--- config.mk ---
export PLATFORM = sky130hd
export DESIGN_NAME = controller
export DESIGN_NICKNAME = d
export VERILOG_FILES = /design/src/rtl/cpu_pkg.sv /design/src/rtl/controller.sv
export SDC_FILE = /design/constraint.sdc
export NUM_CORES = 1
export LEC_CHECK = 0
export ABC_AREA = 1
export CAP_MARGIN = 0
export CORE_MARGIN = 5
export CORE_UTILIZATION = 25
export DETAILED_ROUTE_END_ITERATION = 10
export PLACE_DENSITY_LB_ADDON = 0.3
export SYNTH_ARGS = -nofsm -noshare
export SYNTH_HDL_FRONTEND = slang
export SYNTH_SLANG_ARGS = --single-unit
--- constraint.sdc ---
create_clock -name clk -period 2 [get_ports clk]
set_input_delay 0.3 -clock clk [delete_from_list [all_inputs] [get_ports clk]]
set_output_delay 0.3 -clock clk [all_outputs]
set_load 0.01 [all_outputs]
--- src/rtl/cpu_pkg.sv ---
// Shared VeriRISC types: instruction opcodes, sequencer phases and the
// decode helper that classifies accumulator-loading instructions.
package cpu_pkg;

   typedef enum logic [2:0] {
      HLT = 3'd0,
      SKZ = 3'd1,
      ADD = 3'd2,
      AND = 3'd3,
      XOR = 3'd4,
      LDA = 3'd5,
      STO = 3'd6,
      JMP = 3'd7
   } opcode_t;

   typedef enum logic [2:0] {
      INST_ADDR  = 3'd0,
      INST_FETCH = 3'd1,
      INST_LOAD  = 3'd2,
      IDLE       = 3'd3,
      OP_ADDR    = 3'd4,
      OP_FETCH   = 3'd5,
      ALU_OP     = 3'd6,
      STORE      = 3'd7
   } phase_t;

   // Instructions that fetch an operand from memory into the accumulator.
   function automatic logic is_aluop(input opcode_t op);
      return (op == ADD) || (op == AND) || (op == XOR) || (op == LDA);
   endfunction

endpackage

--- src/rtl/controller.sv ---
// VeriRISC instruction sequencer: an 8-phase fetch/execute ring plus a halted
// flag, decoded combinationally into single-cycle datapath strobes.
module controller
   import cpu_pkg::*;
#(
   parameter int PHASES = 8
) (
   input  logic       clk,
   input  logic       rst_,
   input  logic [2:0] opcode,
   input  logic       zero,
   output logic       mem_rd,
   output logic       load_ir,
   output logic       halt,
   output logic       inc_pc,
   output logic       load_ac,
   output logic       load_pc,
   output logic       mem_wr,
   output logic [2:0] phase
);

   phase_t  phase_q, phase_d;
   logic    halted_q, halted_d;
   opcode_t op;
   logic    aluop;

   assign op    = opcode_t'(opcode);
   assign aluop = is_aluop(op);
   assign phase = phase_q;

   // NOTE: state registers use non-blocking assignments so every flop samples
   // the pre-edge value of its neighbours, independent of block ordering.
   always_ff @(posedge clk or negedge rst_) begin
      if (!rst_) begin
         phase_q  <= INST_ADDR;
         halted_q <= 1'b0;
      end else begin
         phase_q  <= phase_d;
         halted_q <= halted_d;
      end
   end

   // NOTE: every output of this block is given a default first, so no path
   // through the case statement can leave a signal unassigned and infer a latch.
   always_comb begin
      phase_d  = phase_q;
      halted_d = halted_q;
      mem_rd   = 1'b0;
      load_ir  = 1'b0;
      halt     = 1'b0;
      inc_pc   = 1'b0;
      load_ac  = 1'b0;
      load_pc  = 1'b0;
      mem_wr   = 1'b0;

      if (halted_q) begin
         // Frozen in OP_FETCH; only reset leaves this state.
         halt = 1'b1;
      end else begin
         phase_d = phase_t'(3'(phase_q + 3'd1));
         unique case (phase_q)
            INST_ADDR: ;
            INST_FETCH: mem_rd = 1'b1;
            INST_LOAD, IDLE: begin
               mem_rd  = 1'b1;
               load_ir = 1'b1;
            end
            OP_ADDR: begin
               inc_pc = 1'b1;
               if (op == HLT) begin
                  halt     = 1'b1;
                  halted_d = 1'b1;
               end
            end
            OP_FETCH: mem_rd = aluop;
            ALU_OP: begin
               mem_rd  = aluop;
               load_ac = aluop;
               inc_pc  = (op == SKZ) && zero;
               load_pc = (op == JMP);
            end
            STORE: begin
               mem_rd  = aluop;
               load_ac = aluop;
               // The PC gives load priority, so inc_pc alongside load_pc is harmless.
               inc_pc  = (op == JMP);
               load_pc = (op == JMP);
               mem_wr  = (op == STO);
            end
         endcase
      end
   end

   a_rd_wr_exclusive: assert property (@(posedge clk) disable iff (!rst_)
      !(mem_rd && mem_wr));

   a_load_ir_phase: assert property (@(posedge clk) disable iff (!rst_)
      load_ir |-> (phase_q == INST_LOAD || phase_q == IDLE));

   a_phase_known: assert property (@(posedge clk) disable iff (!rst_)
      !$isunknown(phase_q) && (int'(phase_q) < PHASES));

endmodule

# Word-level counts from Yosys, hierarchy flattened
# Index checks and enable logic that the tools add are counted.
op_classes:
  mux: 15
  n_addsub: 1
  eq_ne: 14
  reduce_logical: 9
ops:
  columns: ["operator", "count"]
  rows:
  - ["$eq A3 B3 Y1 const B", 8]
  - ["$mux W1", 13]
  - ["$eq A3 B2 Y1 const B", 4]
  - ["$eq A3 B1 Y1 const B", 2]
  - ["$reduce_or A3 Y1", 2]
  - ["$reduce_or A2 Y1", 2]
  - ["$add A3 B1 Y3 const B", 1]
  - ["$logic_not A3 Y1", 1]
  - ["$logic_or A1 B1 Y1", 3]
  - ["$pmux W1 S3", 1]
  - ["$pmux W1 S2", 1]
  - ["$logic_and A1 B1 Y1", 1]
totals:
  ff_bits: 4
  in_bits: 6
  output_inout_bits: 10
  wordCells: 41

# Longest topological paths before layout
# Gate-level depths: netlist of the first run.
depth:
  ltp_word: 6
  mapped_depth: 6
  ltp_nobuf: 6

# Worst setup path after synthesis of the first run
# OpenSTA, ideal clock, no wires.
synth_timing:
  path_type: "reg-to-output"
  start: "register phase_q[1] (netlist: phase[1])"
  end: "output mem_rd"
  stages_incl_launch_ff: 7
  required_ns: 1.700
  arrival_time_ns: 1.143
  n_path_buf: 0
  slack_ns: 0.557
  path_cell_list: "dfrtp_1 -> ha_1 -> ha_1 -> inv_1 -> nand3_1 -> nand2_1 -> a21oi_1"
synth_between:
  elab_chain_cells: 4
  word_cells_on_any_way: 10
  cone_classes: "6 x eq/ne; 2 x mux; 2 x reduce/logical"
synth_lines:
  columns: ["item", "line_no", "text"]
  rows:
  - ["start: declaration", "controller.sv:22", "phase_t phase_q, phase_d;"]
  - ["start signal: assignment", "controller.sv:38", "phase_q <= phase_d;"]
  - ["$eq A3 B3 Y1, or another cell as far along", "controller.sv:61", "unique case (phase_q)"]
  - ["$reduce_or A3 Y1 (no source line)", null, null]
  - ["$pmux W1 S2 (*)", "controller.sv:61", null]
  - ["$mux W1 (*)", "controller.sv:56", "if (halted_q) begin"]
  - ["end: declaration", "controller.sv:12", "output logic mem_rd,"]
# Mark *: on every way between the ends. The rest lies on a longest branch, timed or not.

# Final worst setup path of the first run
layout_timing:
  start: "input opcode[0]"
  end: "output load_pc"
layout_between:
  elab_chain_cells: 3
layout_lines:
  columns: ["item", "line_no", "text"]
  rows:
  - ["start: declaration", "controller.sv:10", "input logic [2:0] opcode,"]
  - ["$eq A3 B3 Y1", "controller.sv:80, controller.sv:87", null]
  - ["$mux W1", null, null]
  - ["$mux W1", "controller.sv:56", null]
  - ["end: declaration", "controller.sv:17", "output logic load_pc,"]
# No other way between the ends.

==> results of run 1 <==
==> cell usage in the layout (no fill, tap or decap) <==
master	n
nand2_1	12
clkdlybuf4s50_1	10
inv_1	6
nand3_1	5
ha_1	5
buf_4	4
clkbuf_4	3
dfrtp_1	3
dlygate4sd2_1	3
inv_2	2
nor3_1	2
nor3_2	2
nor2_1	2
nor2_2	1
nand2_2	1
nor2_4	1
nand4_1	1
o21bai_1	1
a21oi_1	1
xnor2_1	1
o21ai_0	1
clkdlybuf4s15_1	1
dlymetal6s2s_1	1
dfrtp_2	1
==> power by group through the flow <==
stage               Sequential (uW)  Clock, uW  Combinational (uW)
global route                   81.3        113                21.1
finish                         81.4       96.3                19.1
detailed placement             82.4          0                19.2
global placement               82.4          0                19.3
floorplan                      82.4          0                5.71
CTS                            81.4        104                19.4
==> cell families after synthesis <==
group	share of synthesized area (%)
buffers and inverters	9.69
AO/OA/AOI/OAI	4.84
XOR/XNOR	2.42
AND/OR/NAND/NOR	38.1
flip-flops	27.7
adder cells (fa/ha/maj)	17.3
==> state kept, by name, indices dropped and copies added (netlist names) <==
name	count
halted_q	1
phase	3
==> final timing paths <==
path                                       from                    to  cells after the start
min in group clk           phase[2]$_DFFE_PN0N_  phase[2]$_DFFE_PN0N_                      2
hold / removal                             rst_    halted_q$_DFF_PN0_                      1
setup / recovery                      opcode[0]               load_pc                      4
max in group asynchronous                  rst_  phase[2]$_DFFE_PN0N_                      1
hold reg to reg            phase[2]$_DFFE_PN0N_  phase[2]$_DFFE_PN0N_                      2
setup reg to reg           phase[0]$_DFFE_PN0N_  phase[2]$_DFFE_PN0N_                      4
==> critical path, delay by kind of cell <==
family,cells,cell delay (ns)
buffers and inverters,3,1.14
AND/OR/NAND/NOR,1,0.16
==> through the flow <==
stage          util, %  cells  total power (uW)  setup TNS [ns]  cell area (um2)
6_report          43.3     85               197               0              578
5_1_grt           43.3     85               216               0              578
4_1_cts           43.0     85               205               0              573
3_5_place_dp      40.5     80               102         -0.0915              541
3_3_place_gp      40.5     80               102         -0.0806              541
2_1_floorplan        -     49              88.1               0              362
==> layout make-up <==
cell class,count,area [um2],share of cell area [%]
Clock buffer,3,22.5,3.90
Multi-Input combinational cell,36,226,39.2
Tap cell,15,18.8,3.25
Inverter,8,30.0,5.19
Sequential cell,4,101,17.5
Timing Repair Buffer,19,179,31.0
==> layer usage <==
metal | global-route usage (%) | vias to the layer above | part of all wire [%]
met2 | 9.76 | 10 | 44
met1 | 8.24 | 151 | 46
met4 | 8.06 | 0 | 0
met3 | 1.50 | 0 | 9.3
li1 | - | 201 | -
met5 | 0 | - | 0
==> timing repair <==
action,CTS,global route
buffers inserted,2,0
hold endpoints to repair,0,0
setup endpoints to repair,4,3
pin swaps,0,0
gates cloned,0,0
resized for setup,4,3
==> PnR_summary.wiki, run 1 <==
{| class="wikitable"
! Metric !! Value
|-
| Part of the power in combinational logic || 9.7%
|-
| Setup violators final || 0
|-
| Final Hold Slack || 0.265 ns
|-
| Instance count of the mapped netlist || 49
|-
| Count of unique library cells instantiated by Yosys || 18
|-
| Detailed Place HPWL || 638 um
|-
| Number of warnings printed during yosys synthesis || 0
|-
| Boundary pin count || 16
|-
| Yosys reg bits || 4
|-
| Antenna violation net count after detailed routing || 0
|-
| Area of the core region || approximately 1300 um2
|-
| Initial core utilization || 27.1%
|-
| Actual slew at the worst max-slew pin || a little under 0.3 ns
|-
| Global placer's final weighted congestion || 0.781
|-
| Power density normalized to cell area || 341 nW/um2
|-
| Net switching power || approximately 38 uW
|-
| Fill cell instance count of the final layout || 149
|-
| Total length of routed wires || 786 um
|-
| Net count of the finished layout || 83
|-
| Wire length of the first global-routing pass || 1080 um
|-
| H-tree Lvls || 1
|-
| Average wire length per cell after detail routing || 9.25 um
|-
| First-pass iteration count of the detailed router || 2
|-
| Root Buffer || clkbuf_4
|-
| Area Overhead vs Synth || 59.9%
|-
| Peak per-stage delay on the critical path || 0.55 ns
|-
| Number of flops mapped to enable cells by yosys || 0
|-
| Unrepaired setup endpoints after global routing || false
|-
| Critical path class || input pin to primary output
|-
| Cell with the largest stage delay on the worst path || clkdlybuf4s50_1
|-
| Final hold violations || 0
|-
| Core Rows || 13
|-
| DRC || 0
|-
| Cell Int Power || 159 uW
|-
| Number of global-route vias before repair || 300
|-
| Max Cap Viol || 0
|-
| Max rail drop VDD || ~0.27 mV
|-
| Setup slack of the worst register-to-register path || between 0.8 and 0.9 ns
|-
| Clk sinks || 4
|-
| Crit path time final || 1.90 ns
|-
| Post-synth net total || 60
|-
| Most instantiated cells after synthesis || nand2_1 (12), inv_1 (6), ha_1 (5), nand3_1 (5), dfrtp_1 (4)
|-
| Share of the yosys chip area belonging to registers || 27.7%
|-
| Die Height || 48.0 um
|-
| Initial detailed-routing violation count || 1
|-
| Netlist area before placement || 362 um2
|-
| Largest fanout of any net on the critical path || 3
|-
| Mean Syn Cell Area || 7.38 um2
|-
| Max Transition Viols Final || 0
|-
| Number of antenna cells inserted || 0
|-
| Leakage power summed over all cells || 0.000288 uW
|-
| Part of the total power dissipated in the clock network || a little under 50%
|-
| Post-place setup slack || -0.0708 ns
|-
| Most used standard cell by instance count after synthesis || nand2_1
|-
| Clock-pin slew reported for the worst setup and hold paths after clock tree synthesis || 0.04 ns
|-
| Status || finished clean
|-
| Largest buffer count on any clock path || 2
|-
| Final critical-path share of the clock period || roughly 95%
|-
| Arrival @ worst endpoint || 1.60 ns
|-
| Layout cells sized above 1 || 21.4%
|-
| Fraction of power consumed by sequential logic || about two fifths
|-
| Via count || 362
|-
| Share of synthesized registers carrying an async set or reset || 100%
|-
| Leading register cell type out of synthesis || dfrtp_1
|-
| Worst setup SP type || input pin
|-
| Min setup slack post-route || 0.103 ns
|-
| Achievable clock frequency || around 0.53 GHz
|-
| Clock latency on the worst-skew pair || 0.23 ns
|-
| Synth area leaders || dfrtp_1 (28%), ha_1 (17%), nand2_1 (12%), nand3_1 (6.9%), inv_1 (6.2%)
|-
| Num CTS Buffers || 3
|-
| Hold-fix buffer count after cts || 0
|-
| Area share of the largest cell type after synthesis || 27.7%
|-
| Via/cell ratio || 4.26
|-
| Number of antenna violations at the first check in global routing || 0
|-
| Most used cell along the critical path || clkdlybuf4s50_1
|-
| Slew Limit Headroom || around 80%
|-
| Switching part of the total power || 19.4%
|-
| Die outline area || 2310 um2
|-
| Library cell with the largest summed area after synthesis || dfrtp_1
|-
| Cells along the critical path || clkdlybuf4s50_1 -> inv_1 -> nor3_2 -> clkdlybuf4s50_1
|-
| Critical Path Sink Type || primary output
|-
| Clock skew after layout || 0.000350 ns
|-
| Critical Path RT || ~1.7 ns
|-
| Maximum number of pins on one net before global-route repair || 10
|-
| GRT Overall Usage || between 7 and 8%
|-
| Count of input and output buffers || 15
|-
| Clock tree from TritonCTS || done
|-
| Die W || 48.0 um
|-
| Worst min-delay path class || input pin to asynchronous set/reset pin
|-
| GR Overflow Total || 0
|}
(Power assumes the default switching activity.)
==> run 2: changes to the inputs <==
PLACE_DENSITY_LB_ADDON = 0.08   (was 0.3)
==> PnR_summary.wiki, run 2 (synthesis gave the netlist of run 1 again) <==
{| class="wikitable"
! Metric !! Value
|-
| Initial detailed-routing violation count || 3 (+2)
|-
| Arrival @ worst endpoint || 1.57 ns (-0.03 ns)
|-
| H-tree Lvls || 1 (unchanged)
|-
| Net count of the finished layout || 85 (+2.4%)
|-
| Hold-fix buffer count after cts || 0 (unchanged)
|-
| Detailed Place HPWL || 697 um (+9.3%)
|-
| Worst min-delay path class || input pin to asynchronous set/reset pin
|-
| First-pass iteration count of the detailed router || 4 (+2)
|-
| Number of antenna cells inserted || 0 (unchanged)
|-
| Clock tree from TritonCTS || done
|-
| Root Buffer || clkbuf_4
|-
| Post-place setup slack || -0.0406 ns (+0.0302 ns)
|-
| Power density normalized to cell area || 337 nW/um2 (-0.98%)
|-
| Core utilization of the finished layout || 44.3% (+0.94 points)
|-
| Antenna violation net count after detailed routing || 0 (unchanged)
|-
| GRT Overall Usage || 9.08% (+2.0 points)
|-
| Startpoint of the lowest-slack register-to-register path || phase[0]$_DFFE_PN0N_
|-
| Achievable clock frequency || 0.534 GHz (+1.3%)
|-
| Final hold violations || 0 (unchanged)
|-
| DRC || 0 (unchanged)
|-
| Min setup slack post-route || 0.128 ns (+0.0251 ns)
|-
| Max rail drop VDD || 0.187 mV (-31%)
|-
| Slew Limit Headroom || 78.1% (-2.1 points)
|-
| Die Height || 48.0 um (unchanged)
|-
| Number of flip-flops under the largest register name || 3 (unchanged)
|-
| Setup violators final || 0 (unchanged)
|-
| Clock-pin slew reported for the worst setup and hold paths after clock tree synthesis || 0.04 ns (about the same)
|-
| Worst setup SP type || flop
|-
| Area Overhead vs Synth || 63.3%
|-
| Clk sinks || 4 (unchanged)
|-
| Unrepaired setup endpoints after global routing || false
|-
| Via/cell ratio || 4.29 (+0.67%)
|-
| Largest fanout of any net on the critical path || 5 (+2)
|-
| Average wire length per cell after detail routing || 9.62 um (+4.0%)
|-
| Most common library cell in the layout ignoring fill and taps || nand2_1
|-
| Total length of routed wires || 837 um (+6.5%)
|-
| Critical path class || flop to primary output
|-
| Most frequent cells in the layout || nand2_1 (12), clkdlybuf4s50_1 (9), inv_1 (6), buf_4 (6)
|-
| Die outline area || 2310 um2 (unchanged)
|-
| Clock skew after layout || 0.00215 ns (+0.00180 ns)
|-
| Highest metal layer with signal wires || met4
|-
| Fill cell instance count of the final layout || 142 (-4.7%)
|-
| Largest buffer count on any clock path || 2 (unchanged)
|-
| Instance count after placement with tap cells included || 81 (+1.3%)
|-
| Max Transition Viols Final || 0 (unchanged)
|-
| GR Overflow Total || 0 (unchanged)
|-
| Core Rows || 13 (unchanged)
|-
| Final critical-path share of the clock period || 93.6% (-1.3 points)
|-
| Maximum number of pins on one net before global-route repair || 8 (-2)
|-
| Critical Path Sink Type || primary output
|-
| Crit path time final || 1.87 ns (-0.0251 ns)
|-
| Leakage power summed over all cells || 0.000306 uW (+6.2%)
|-
| Length of routed wiring on met1 || 394 um (+8.2%)
|-
| Area of the core region || 1330 um2 (unchanged)
|-
| Met3 wire length || 22 um (-70%)
|-
| Worst flop-to-flop path endpoint || phase[2]$_DFFE_PN0N_
|-
| Initial core utilization || 27.1% (unchanged)
|-
| Met2 wire length || 398 um (+14%)
|-
| Max Cap Viol || 0 (unchanged)
|-
| Non-filler instance count after layout || 87 (+2.4%)
|-
| Critical Path RT || 1.70 ns (about the same)
|-
| Count of input and output buffers || 15 (unchanged)
|-
| Number of global-route vias before repair || 338 (+13%)
|-
| Die W || 48.0 um (unchanged)
|-
| Boundary pin count || 16 (unchanged)
|-
| Setup slack of the worst register-to-register path || 0.87 ns (-0.02 ns)
|-
| Layout cells sized above 1 || 22.2% (+0.79 points)
|-
| Wire length of the first global-routing pass || 1370 um (+27%)
|-
| Actual slew at the worst max-slew pin || 0.329 ns (+0.0313 ns)
|-
| Via count || 373 (+3.0%)
|-
| Clock latency on the worst-skew pair || 0.23 ns (about the same)
|-
| Status || finished clean
|-
| Summed negative setup slack over all endpoints || 0 ns (unchanged)
|-
| Worst R2R Path Depth || 4 (unchanged)
|-
| Number of antenna violations at the first check in global routing || 0 (unchanged)
|-
| Global placer's final weighted congestion || 0.748 (-4.3%)
|-
| Num CTS Buffers || 3 (unchanged)
|}
[run 2: worst max path at each step]
stage	from	end	slack, ns
after global placement	opcode[2]	mem_rd	-0.04
after global routing	phase[0]$_DFFE_PN0N_	mem_rd	0.03
after CTS	phase[2]$_DFFE_PN0N_	load_ac	0.03
after floorplan	phase[1]$_DFFE_PN0N_	mem_rd	0.56
final	phase[0]$_DFFE_PN0N_	mem_rd	0.13
after detailed placement	opcode[2]	mem_rd	-0.04
[run 2: cell type report]
type                       count  area, um2  share of cell area [%]
timing repair buffer          21        193                    32.6
tap                           15       18.8                    3.18
clock buffer                   3       22.5                    3.81
sequential                     4        100                    16.9
inverter                       8       30.0                    5.08
multi-input combinational     36        226                    38.3
[run 2: metrics by stage]
stage / hold WS (ns) / instance area, um2 / total power [uW]
2_1_floorplan: 0.00441 / 362 / 88.1
3_3_place_gp: 0.514 / 548 / 104
3_5_place_dp: 0.509 / 548 / 103
4_1_cts: 0.258 / 579 / 206
5_1_grt: 0.259 / 591 / 215
6_report: 0.262 / 591 / 199
[run 2: critical path: stages, from the launching register on]
cell and delay (ns):
dfrtp_1 0.41, ha_1 0.22, ha_1 0.19, inv_1 0.08, nand3_1 0.08, nand2_1 0.06, a21oi_1 0.05, clkdlybuf4s15_1 0.24
[run 2: power by group]
part	switching, uW	internal, uW
registers	0	81.4
logic	9.41	11.6
clock network	29.8	66.9
total	39.2	160
[run 2: timing repair]
item                                    4_1_cts  5_1_grt
hold endpoints to repair                      0        0
endpoints found under the setup margin        5        2
gates resized for setup                       5        2
setup buffers                                 2        1
[run 2: layer usage]
metal / track usage [%] / up-vias
met2: 13.2 / 8
met5: 0 / -
met1: 10.2 / 159
met3: 3.38 / 3
li1: - / 203
met4: 8.06 / 0
==> run 3: changes to the inputs <==
CTS_CLUSTER_SIZE = 40   (was not set)
SLEW_MARGIN = 20   (was not set)
==> results of run 3 <==
The final DEF is identical to that of run 2; final timing and power are the same.
